--- src/rtl/bsearch_datapath.sv ---
// Binary-search datapath: sorted array, search bounds, midpoint, fetched element and key.
// It also captures the final found/index result when the controller signals done.
module bsearch_datapath #(
   parameter int DW = 8,
   parameter int AW = 4
) (
   input  logic          clk,
   input  logic          rst,
   input  logic          wr_en,
   input  logic [AW-1:0] wr_addr,
   input  logic [DW-1:0] wr_data,
   input  logic [AW:0]   len,
   input  logic [DW-1:0] key,
   input  logic          ld1,
   input  logic          ld2,
   input  logic          ld4,
   input  logic          ld5,
   input  logic          ld6,
   input  logic          ld7,
   input  logic          c1,
   input  logic          c2,
   input  logic          done,
   output logic [2:0]    eqz,
   output logic          signal,
   output logic          res_valid,
   output logic          res_found,
   output logic [AW-1:0] res_idx
);

   localparam int DEPTH = 2**AW;
   localparam logic [AW:0] ONE_W = (AW+1)'(1);

   logic [DW-1:0] mem [DEPTH];
   logic [AW:0]   low, high;
   logic [AW-1:0] mid, addr;
   logic [DW-1:0] r5, r7;
   logic          exhausted, done_q;
   logic [AW+1:0] mid_sum;
   logic [AW-1:0] mid_next;
   logic          capture, found_now;

   // Sum of two (AW+1)-bit bounds needs AW+2 bits; the halved value always fits in AW bits.
   assign mid_sum   = {1'b0, low} + {1'b0, high};
   assign mid_next  = mid_sum[AW:1];
   assign signal    = exhausted | (low > high);
   assign capture   = done & ~done_q;
   assign found_now = (eqz == 3'b010) & ~signal;

   always_comb begin
      // NOTE: default first so every path assigns eqz and no latch is inferred.
      eqz = 3'b001;
      if (r5 < r7)       eqz = 3'b100;
      else if (r5 == r7) eqz = 3'b010;
   end

   // NOTE: the array is deliberately left out of reset; it is plain storage that software reloads.
   always_ff @(posedge clk) begin
      if (wr_en) mem[wr_addr] <= wr_data;
   end

   always_ff @(posedge clk) begin
      if (!rst) begin
         low       <= '0;
         high      <= '0;
         mid       <= '0;
         addr      <= '0;
         r5        <= '0;
         r7        <= '0;
         exhausted <= 1'b0;
         done_q    <= 1'b0;
         res_valid <= 1'b0;
         res_found <= 1'b0;
         res_idx   <= '0;
      end else begin
         if (ld1) low <= c1 ? ({1'b0, mid} + ONE_W) : '0;

         if (ld2) begin
            if (!c2) begin
               if (len == '0) begin
                  high      <= '0;
                  exhausted <= 1'b1;
               end else begin
                  high      <= len - ONE_W;
                  exhausted <= 1'b0;
               end
            end else if (mid == '0) begin
               // Stepping below index 0 would wrap; flag exhaustion and keep high.
               exhausted <= 1'b1;
            end else begin
               high <= {1'b0, mid} - ONE_W;
            end
         end

         if (ld4) mid  <= mid_next;
         if (ld6) addr <= mid_next;
         if (ld5) r5   <= mem[addr];
         if (ld7) r7   <= key;

         done_q    <= done;
         res_valid <= capture;
         if (capture) begin
            res_found <= found_now;
            res_idx   <= found_now ? mid : '0;
         end
      end
   end

endmodule

--- config.mk ---
export PLATFORM = sky130hd
export DESIGN_NAME = bsearch_datapath
export DESIGN_NICKNAME = d
export VERILOG_FILES = /design/src/rtl/bsearch_datapath.sv
export SDC_FILE = /design/constraint.sdc
export NUM_CORES = 1
export LEC_CHECK = 0
export ABC_AREA = 1
export CAP_MARGIN = 20
export CORE_MARGIN = 4
export CORE_UTILIZATION = 60
export CTS_CLUSTER_SIZE = 28
export DETAILED_ROUTE_END_ITERATION = 6
export PLACE_DENSITY = 0.85
export SLEW_MARGIN = 20
export SYNTH_ARGS = -nofsm -noshare
export SYNTH_HDL_FRONTEND = slang
export SYNTH_SLANG_ARGS = --single-unit
export TNS_END_PERCENT = 1
--- constraint.sdc ---
create_clock -name clk -period 2.9 [get_ports clk]
set_input_delay 0.58 -clock clk [delete_from_list [all_inputs] [get_ports clk]]
set_output_delay 0.58 -clock clk [all_outputs]
set_load 0.05 [all_outputs]
# After elaboration in Yosys (flattened, before gate mapping)
# Memory sizes are Yosys's and may differ from the RTL's. A register that Yosys moved wholly into a read port is not among the register bits.
# Index checks and enable logic that the tools add are counted.
# totals
regBits	34
ramBits	128
input_bits	37
output_inout_bits	10
word_cells	43
memories	1
# op_classes
addsub	4
order_cmp	2
n_eq_ne	4
mux	12
bitwise_logic	5
n_reduce_logical	5
# memory_table
memory	depth	width	rd	rd_ports_with_merged_regs	write_ports	line_no	rtl
mem	16	8	1	1	1	33	logic [DW-1:0] mem [DEPTH];
# ops
op	count
$mux W5	4
$eq A8 B8 Y1	1
$lt A8 B8 Y1	1
$add A4 B1 Y5 const B	1
$add A5 B5 Y5	1
$gt A5 B5 Y1	1
$logic_not A5 Y1	1
$mux W1	5
$sub A4 B1 Y5 const B	1
$sub A5 B1 Y5 const B	1
$logic_not A4 Y1	1
$mux W4	1
$reduce_and A2 Y1	2
$eq A3 B2 Y1 const B	1
$mux W3	1
$and A1 B1 Y1	2
$mux W2	1
$ne A2 B1 Y1 const B	1
$ne A2 B2 Y1 const B	1
$not A1 Y1	2
$logic_not A1 Y1	1
$or A1 B1 Y1	1

# Longest topological paths before layout
# Gate-level depths: netlist (run 1).
# logic_depth
depth_word	6
depth_mapped	13
depth_no_buf	13

# Least setup slack after synthesis (run 1)
# No wires, ideal clock.
# synth_path
path_type	register to output
startpoint	reg r7[7]
endpoint	out eqz[0]
arrival_time_ps	1825
required_ps	2320
path_slack_ps	495
stages_incl_launch_ff	9
n_path_buf	0
cell_sequence	dfxtp_1 > inv_1 > ha_1 > nand2_1 > a21oi_1 > nor2_1 > nand2_1 > inv_1 > nor2_1
# synth_between
elab_chain_cells	3
elab_cells_between_ends	4
cone_classes	1 x order compare; 1 x eq/ne; 2 x mux
# synth_rtl
item	line_no	rtl
start, declared	36	logic [DW-1:0] r5, r7;
start signal, assigned	97	if (ld7) r7 <= key;
parallel branches: the longest is 2 deep, another holds $lt A8 B8 Y1	n/a	
$mux W3 (*)	52	if (r5 < r7) eqz = 3'b100;
end, declared	23	output logic [2:0] eqz,
# Every way passes the cells marked *.

# Worst setup path after layout (run 1)
# layout_path
startpoint	reg r7[3]
endpoint	out eqz[0]
# Same word-level chain as after synthesis.

==> results of run 1 <==
## worst max-delay path: cells and delay by family, from the launching register on
family	cells	cell delay (ps)
and+or+nand+nor	6	370
DFF	1	320
adders and majority gates	1	300
buffers and inverters	4	710
## layout make-up
type	instances	area, sq um
well taps	168	210
multi-input cells	468	2270
fillers	806	3490
flip-flops and latches	170	4690
clock buffers	18	429
repair buffers	60	571
inverters	65	244
clock inverters	14	161
## sequential cells by signal (all words and copies together), names as in the netlist, 4 cells and up
signal	flops
r7	8
mem	128
low	5
addr	4
res_idx	4
r5	8
mid	4
high	5
## layout by cell type (no fill, tap or decap), types with 2 or more instances in the layout
cell / instances
nand3b_1: 3
xnor2_1: 2
inv_2: 3
nand3_1: 114
clkbuf_16: 17
xor2_1: 4
o211ai_1: 9
dfxtp_1: 41
dlygate4sd2_1: 2
ha_1: 20
bufinv_16: 2
nand2_1: 211
o21ai_0: 20
inv_1: 60
clkdlybuf4s50_1: 42
clkinv_4: 2
buf_4: 15
nor3_1: 5
edfxtp_1: 128
a211oi_1: 2
inv_6: 5
inv_8: 2
a21oi_1: 35
clkinv_1: 2
nor2_1: 36
## cells by family (layout without fill, tap and decap cells)
group,after synthesis,after routing,synth area share [%]
AND/OR/NAND/NOR,374,374,21.3
XOR/XNOR,6,6,0.708
buffers and inverters,96,157,6.37
AO/OA/AOI/OAI,67,67,4.92
flip-flops,170,170,63.1
adder cells (fa/ha/maj),21,21,3.64
## Yosys cell counts (all sizes together)
cell,instances
ha,20
edfxtp,128
nand3b,3
clkbuf,5
a21oi,35
nor2,38
inv,63
a211oi,2
nand3,114
nand2,212
o211ai,9
clkinv,2
xnor2,2
or2,1
o21ai,20
nand4,1
xor2,4
fa,1
dfxtp,42
buf,26
nor3,5
a21o,1
## worst paths after layout
| path | endpoint | slack (ps) |
|---|---|---|
| worst min-delay path | res_valid$_SDFF_PN0_ | 410 |
| worst min register to register | res_valid$_SDFF_PN0_ | 410 |
| worst max register to register | mid[3]$_SDFFE_PN0P_ | 1030 |
| worst max-delay path | eqz[0] | 200 |
## layer usage
layer | track usage [%] | vias up | share of wire [%]
met5 | 0 | - | 0
met4 | 9.56 | 0 | 2.1
met3 | 5.27 | 34 | 8.1
met2 | 39.5 | 277 | 49
met1 | 29.7 | 2532 | 41
li1 | - | 2580 | -
## repair_timing
action                                 4_1_cts  5_1_grt
gates resized for setup                      2        0
endpoints found under the hold margin        0        0
setup endpoints to repair                    2        0
## power breakdown
group | internal, mW | total, mW | switching [mW]
Combinational | 0.210 | 0.637 | 0.427
Clock | 1.29 | 2.25 | 0.958
Sequential | 2.69 | 2.72 | 0.0346
Total | 4.19 | 5.61 | 1.42
==> reports/qor.yml, run 1 <==
worst_setup_path:
  max_stage_delay_ps: 540
  critPathSlowestCell: "dlygate4sd2_1"
  endpoint_kind: "output port"
  critPathMaxFanout: 2
  critPathLaunchType: "register"
  r2r-start: "high[0]$_SDFFE_PN0P_"
  worstRegToRegCells: 8
  critPathKind: "register to output port"
  crit_start: "r7[3]$_SDFFE_PN0P_"
  crit_chain: "inv_1 -> ha_1 -> nand2_1 -> inv_1 -> nand2_1 -> nand2_1 -> nand2_1 -> nand2_1 -> inv_1 -> nor2_1 -> dlygate4sd2_1"
  cp.arrival_ps: 2120
  cp_common_cell: "nand2_1"
  cp.required_ps: 2320
routing:
  detail-route-antenna-nets: 0
  vias: 5423
  wire_per_inst_microns: 16.8
  routed_wl_microns: 16200
  via_per_inst: 5.63
  drtIter0Drc: 574
  drt_first_pass_iters: 6
  drc: 0
die:
  core_sq_um: 12100
  core.rowCount: 40
  die_w_microns: 119
  start_util_pct: 61.6
  die_y_microns: 119
  ioPinCount: 47
  dieArea_sq_um: 14200
grt:
  grt_pass1_wl_microns: 25800
  overflow: 0
  grt_pass1_vias: 5253
  antenna_found_initial: 0
  track_usage_pct: 23.5
  grt_max_degree: 65
sta:
  maxSlewViolCount: 0
  skew_ps: 5.43
  fin_tns_setup_ps: 0
  holdWs_ps: 409
  setup_slack_ps: 197
  worstMarginPinSlew_ps: 776
  hold_viol: 0
  fmax_ghz: 0.370
  fin_crit_ps: 2700
  rsz0062_at_grt: "no"
  setup_viol: 0
  slew_headroom_pct: 48.1
  post-route-period-util_pct: 93.2
finish:
  drive_gt1_share_pct: 6.92
  antennaDiodeCount: 0
  num-nets-final: 840
  finalInstanceArea_sq_um: 8570
  syn_to_final_growth_pct: 15.4
  fin_cells: 963
  fin_util_pct: 71.1
place:
  placed_area_sq_um: 7980
  dp_slack_ps: 352
  io_buffers: 46
  globalplace.congestion: 0.886
  dp_hpwl_microns: 9940
  dp.cells: 931
clock_network:
  cts_root_buffer: "clkbuf_16"
  clk_latency_ps: 430
  cts.sinks: 170
  cts_tree: "built"
  holdBufCountCts: 0
  clk_pin_slew_worst_paths_ps: 60
  cts_buffers: 17
  h-tree-depth: 4
  cts_setup_buffers: 0
  clock_path_buffers: 2
yosys:
  yosysTopAreaCellShare_pct: 51.8
  synth_area_leaders: "edfxtp_1 52%, dfxtp_1 11%, nand2_1 11%"
  ys_seq_area_share_pct: 63.1
  synth_nets: 792
  yosysTopAreaCell: "edfxtp_1"
  ys_ff_latch: 170
  synth_area_sq_um: 7430
  ys.warnings.count: 0
  syn_area_per_cell_sq_um: 10.1
  synth_cell_types: 28
  syn_inst: 734
status:
  status: "finished clean"
pwr:
  power.density_nw_per_um2: 655
  p_leak_nw: 3.43
  p_total_mw: 5.61
  ir_drop_mv: 0.628
hold_path:
  min_delay_path_depth: 1
  holdCritPathClass: "register to register"
  worstHoldStart: "done_q$_SDFF_PN0_"
flow_run:
  cap_violations: 0
No activity file was read; power rests on OpenSTA's default activity.
==> inputs of run 2 (changes only) <==
- CORE_UTILIZATION: 60 -> 59
- PLACE_DENSITY: 0.85 -> 0.83
- clock period: 2.9 -> 2.95 ns (I/O delays scaled with it)
==> run 2 against run 1 <==
Effect of this change:
- clock skew is 3.3 ps higher
- non-clock buffer count shrank 2
- register-to-register slack better by 40 ps
- largest power group unchanged
- global-route usage fell by 0.27 points
- worst setup slack got worse by 32 ps
- power shrank 4.8%
- core utilization fell by 1.2 points
- via count is 1.0% lower
- clock power decreased by 9.3%
- first-iteration DRC count fell by 2.8%
- worst hold slack better by 26 ps
- highest routed layer unchanged
- combinational power fell by 3%
==> reports/qor.yml, run 2 (synthesis gave the netlist of run 1 again) <==
hold_path:
  min_delay_path_depth: 1  # unchanged
  holdCritPathClass: "register to register"
die:
  core.rowCount: 40  # unchanged
  ioPinCount: 47  # unchanged
  die_w_microns: 120  # +0.78%
  start_util_pct: 61.1  # -0.51 points
  core_sq_um: 12200  # +0.83%
  die_y_microns: 120  # +0.78%
  dieArea_sq_um: 14400  # +1.6%
sta:
  hold_viol: 0  # unchanged
  skew_ps: 8.74  # +3.31 ps
  rsz0062_at_grt: "no"
  fin_tns_setup_ps: 0  # unchanged
  worstMarginPinSlew_ps: 767  # -8.39 ps
  post-route-period-util_pct: 94.4
  holdWs_ps: 434  # +25.6 ps
  maxSlewViolCount: 0  # unchanged
  fin_crit_ps: 2780
  slew_headroom_pct: 48.7  # +0.56 points
  fmax_ghz: 0.359
  setup_viol: 0  # unchanged
routing:
  drc: 0  # unchanged
  drtIter0Drc: 558  # -2.8%
  vias: 5367  # -1.0%
  wire_per_inst_microns: 16.6  # -1.5%
  drt_first_pass_iters: 4  # -2
  routed_wl_microns: 15900  # -1.8%
  via_per_inst: 5.59  # -0.72%
  detail-route-antenna-nets: 0  # unchanged
clock_network:
  h-tree-depth: 4  # unchanged
  clock_path_buffers: 2  # unchanged
  clk_latency_ps: 420  # about the same
  cts.sinks: 170  # unchanged
  clk_pin_slew_worst_paths_ps: 60  # about the same
  cts_root_buffer: "clkbuf_16"
  cts_buffers: 17  # unchanged
  cts_tree: "built"
pwr:
  ir_drop_mv: 0.513  # -18%
  power.density_nw_per_um2: 629  # -3.9%
  p_leak_nw: 3.39  # -1.1%
finish:
  final_cell_mix: "211 x nand2_1, 128 x edfxtp_1, 114 x nand3_1, 60 x inv_1, 42 x clkdlybuf4s50_1"
  syn_to_final_growth_pct: 14.3
  multiInputGateArea_sq_um: 2270  # unchanged
  layout_commonest_cell: "nand2_1"
  finalInstanceArea_sq_um: 8490  # -0.92%
  regArea_sq_um: 4690  # unchanged
  top_regs: "mem: 128 flops, r5: 8 flops, r7: 8 flops"
  num-nets-final: 838  # -0.24%
  drive_gt1_share_pct: 5.81  # -1.1 points
  largest_reg_flops: 128  # unchanged
  num-fill-cells: 904  # +12%
  antennaDiodeCount: 0  # unchanged
  top_register: "mem"
grt:
  grt_pass1_wl_microns: 26000  # +0.77%
  overflow: 0  # unchanged
  antenna_found_initial: 0  # unchanged
  grt_pass1_vias: 5310  # +1.1%
  grt_max_degree: 65  # unchanged
  track_usage_pct: 23.3  # -0.27 points
worst_setup_path:
  cp.required_ps: 2360  # +40 ps
  endpoint_kind: "output port"
  critPathMaxFanout: 3  # +1
  cp.arrival_ps: 2190  # +70 ps
  critPathLaunchType: "register"
  worstRegToRegCells: 10  # +2
  critPathKind: "register to output port"
place:
  placed_area_sq_um: 7960  # -0.31%
  globalplace.congestion: 0.844  # -4.7%
  io_buffers: 46  # unchanged
  dp_hpwl_microns: 10500  # +6.0%
status:
  status: "finished clean"
flow_run:
  cap_violations: 0  # unchanged
==> run 2: cell count changes in the layout (fill, tap and decap cells not counted), sizes merged <==
cell,previous run,this run
buf,16,13
bufinv,2,1
clkinvlp,2,1
dlymetal6s2s,0,1
inv,70,66
clkinv,5,6
clkbuf,18,22
==> run 2: per-layer routing <==
layer | GRT usage [%] | wire length [microns] | vias up | share of wire (%)
met5 | 0 | 0 | - | 0
met4 | 9.52 | 378 | 0 | 2.4
met3 | 5.66 | 1220 | 33 | 7.7
met2 | 37.8 | 7700 | 235 | 48
met1 | 30.2 | 6630 | 2528 | 42
li1 | - | - | 2571 | -
==> run 2: worst paths after layout <==
path / end / slack (ps) / from
worst min register to register: res_valid$_SDFF_PN0_ / 430 / done_q$_SDFF_PN0_
worst max-delay path: signal / 170 / high[3]$_SDFFE_PN0P_
worst max register to register: r5[0]$_SDFFE_PN0P_ / 1070 / addr[0]$_SDFFE_PN0P_
worst min-delay path: res_valid$_SDFF_PN0_ / 430 / done_q$_SDFF_PN0_
==> run 2: timing repair <==
action                     CTS  global route
buffers inserted             0             0
hold buffers                 0             0
gates resized for setup      2             1
setup endpoints to repair    2             1
==> run 2: worst max-delay path: stages, from the launching register on <==
cell,delay (ps)
dfxtp_1,360
inv_1,60
ha_1,330
nand2_1,100
nor2_2,120
nand2_1,50
nand3_1,60
nand2_1,80
nand2_2,90
dlygate4sd2_1,530
==> run 2: stage by stage <==
step                      setup WS [ps]  total power [mW]  utilization (%)  std cells
after global routing               21.0              5.55             69.8        960
after CTS                          39.6              5.36             69.8        960
after floorplan                     535              3.15                -        734
after global placement              378              3.32             65.4        929
final                               165              5.34             69.8        960
after detailed placement            341              3.35             65.4        929
==> run 2: cell type report <==
cell class                      instances  area share, %
Sequential cell                       170           55.2
Inverter                               65           2.87
Multi-Input combinational cell        468           26.7
Tap cell                              168           2.48
Clock inverter                          9           1.06
Clock buffer                           22           5.23
Timing Repair Buffer                   58           6.45
==> run 2: power by group <==
part | internal, mW | switching [mW] | total [mW]
clock network | 1.16 | 0.881 | 2.04
logic | 0.206 | 0.411 | 0.617
registers | 2.64 | 0.0353 | 2.68
==> inputs of run 3 (changes only) <==
- CORE_UTILIZATION: 59 -> 36
- PLACE_DENSITY: 0.83 -> 0.57
==> run 3 against run 2 <==
Effect of this change:
- non-clock buffer count grew 10
- global-route usage is 7.9 points lower
- register-to-register slack hardly changed
- sequential power hardly changed
- largest power group unchanged
- worst hold slack got worse by 17 ps
- highest routed layer unchanged
- worst setup slack better by 91 ps
==> reports/qor.yml, run 3 (synthesis gave the netlist of run 1 again) <==
pwr:
  p_switching_mw: 1.43  # +7.8%
  combPwrFrac_pct: 11.6  # about the same
  p_total_mw: 5.49  # +2.7%
  switching_share_pct: 26.1  # +1.2 points
  pwr-share-clk_pct: 39.7  # +1.4 points
  p_leak_nw: 3.47  # +2.4%
  internal_power_mw: 4.05  # +1.0%
  seqPwrFrac_pct: 48.8  # -1.4 points
  power.density_nw_per_um2: 626  # -0.41%
  ir_drop_mv: 0.377  # -26%
grt:
  grt_pass1_wl_microns: 26600  # +2.1%
  overflow: 0  # unchanged
  grt_pass1_vias: 4872  # -8.2%
  antenna_found_initial: 0  # unchanged
  track_usage_pct: 15.4  # -7.9 points
  grt_max_degree: 65  # unchanged
worst_setup_path:
  r2r-start: "addr[0]$_SDFFE_PN0P_"
  critPathMaxFanout: 3  # unchanged
  crit_start: "r7[7]$_SDFFE_PN0P_"
  cp_top_family: "buffers and inverters"
  critPathSlowestCell: "dlygate4sd2_1"
  cp.arrival_ps: 2100  # -90 ps
  critPathKind: "register to output port"
  worst-path-buf-inv: 3  # +1
  critPathLaunchType: "register"
  max_stage_delay_ps: 530  # about the same
  endpoint_kind: "output port"
  crit_chain: "inv_1 -> ha_1 -> nand2_1 -> a21oi_1 -> nor2_1 -> nand2_1 -> inv_1 -> nor2_1 -> dlygate4sd2_1"
  cp.required_ps: 2360  # about the same
clock_network:
  cts_tree: "built"
  cts_buffers: 17  # unchanged
  cts.sinks: 170  # unchanged
  clock_path_buffers: 2  # unchanged
  h-tree-depth: 4  # unchanged
  clk_latency_ps: 430  # about the same
  clk_pin_slew_worst_paths_ps: 70  # about the same
  holdBufCountCts: 0  # unchanged
  cts_setup_buffers: 0  # unchanged
  cts_root_buffer: "clkbuf_16"
place:
  globalplace.congestion: 0.802  # -5.1%
  io_buffers: 46  # unchanged
  dp_hpwl_microns: 10800  # +2.5%
  dp.cells: 1041  # +12%
routing:
  drc: 0  # unchanged
  wire_per_inst_microns: 15.7  # -5.6%
  drt_first_pass_iters: 5  # +1
  routed_wl_microns: 16800  # +5.5%
  vias: 5092  # -5.1%
  via_per_inst: 4.75  # -15%
  drtIter0Drc: 308  # -45%
  detail-route-antenna-nets: 0  # unchanged
finish:
  num-fill-cells: 1894  # +110%
  top_register: "mem"
  largest_reg_flops: 128  # unchanged
  top_regs: "mem: 128 flops, r5: 8 flops, r7: 8 flops"
  fin_cells: 1073  # +12%
  antennaDiodeCount: 0  # unchanged
  num-nets-final: 848  # +1.2%
  layout_commonest_cell: "nand2_1"
  multiInputGateArea_sq_um: 2270  # unchanged
  regArea_sq_um: 4690  # unchanged
  drive_gt1_share_pct: 7.85  # +2.0 points
  syn_to_final_growth_pct: 17.9
  final_cell_mix: "211 x nand2_1, 128 x edfxtp_1, 114 x nand3_1, 60 x inv_1, 42 x clkdlybuf4s50_1"
die:
  start_util_pct: 36.7  # -24 points
  core_sq_um: 20200  # +66%
  die_w_microns: 152  # +26%
  ioPinCount: 47  # unchanged
  dieArea_sq_um: 23000  # +59%
  core.rowCount: 52  # +30%
  die_y_microns: 152  # +26%
sta:
  fin_crit_ps: 2690  # -90.9 ps
  hold_viol: 0  # unchanged
  fin_tns_setup_ps: 0  # unchanged
  slew_headroom_pct: 52.4  # +3.7 points
  skew_ps: 8.23  # -0.511 ps
  rsz0062_at_grt: "no"
  fmax_ghz: 0.371  # +3.4%
  setup_viol: 0  # unchanged
  post-route-period-util_pct: 91.3  # -3.1 points
  worstMarginPinSlew_ps: 712  # -55.0 ps
  maxSlewViolCount: 0  # unchanged
flow_run:
  cap_violations: 0  # unchanged
hold_path:
  worstHoldStart: "done_q$_SDFF_PN0_"
  holdCritPathClass: "register to register"
status:
  status: "finished clean"
==> run 3: area by class of cell <==
type                       instances  share of cell area, %
sequential                       170                   53.5
multi-input combinational        468                   25.9
timing repair buffer              68                   7.24
clock buffer                      18                   4.90
tap                              270                   3.86
inverter                          65                   2.79
clock inverter                    14                   1.79
==> run 3: per-layer routing <==
layer | share of wire (%) | track usage, % | vias up | wire length [microns]
met5 | 0 | 0 | - | 0
met4 | 2.2 | 6.15 | 0 | 369
met3 | 3.6 | 2.62 | 25 | 603
met2 | 47 | 23.8 | 91 | 7820
met1 | 48 | 21.7 | 2386 | 8010
li1 | - | - | 2590 | -
==> run 3: path summary, 6_finish.rpt <==
| check | to | slack (ps) | cells after the start |
|---|---|---|---|
| setup / recovery | eqz[0] | 260 | 9 |
| hold / removal | res_valid$_SDFF_PN0_ | 420 | 1 |
| setup reg to reg | r5[1]$_SDFFE_PN0P_ | 1060 | 9 |
| hold reg to reg | res_valid$_SDFF_PN0_ | 420 | 1 |
==> run 3: power groups by stage <==
stage          sequential [mW]  clock (mW)  combinational, mW
3_5_place_dp              2.73           0              0.641
3_3_place_gp              2.73           0              0.639
6_report                  2.68        2.18              0.634
4_1_cts                   2.68        2.22              0.642
5_1_grt                   2.68        2.32              0.720
2_1_floorplan             2.72           0              0.426
==> run 3: through the flow <==
| stage | hold slack (ps) | util (%) | cell area (sq um) | setup WS, ps |
|---|---|---|---|---|
| floorplan | 392 | - | 7430 | 535 |
| global placement | 404 | 40.4 | 8170 | 438 |
| detailed placement | 414 | 40.4 | 8170 | 411 |
| CTS | 423 | 43.3 | 8750 | 18.1 |
| global route | 425 | 43.3 | 8760 | 106 |
| finish | 418 | 43.3 | 8760 | 256 |
==> run 3: timing repair <==
action / 4_1_cts / 5_1_grt
endpoints found under the setup margin: 1 / 1
resized for setup: 1 / 1
pin swaps: 0 / 0
hold endpoints to repair: 0 / 0
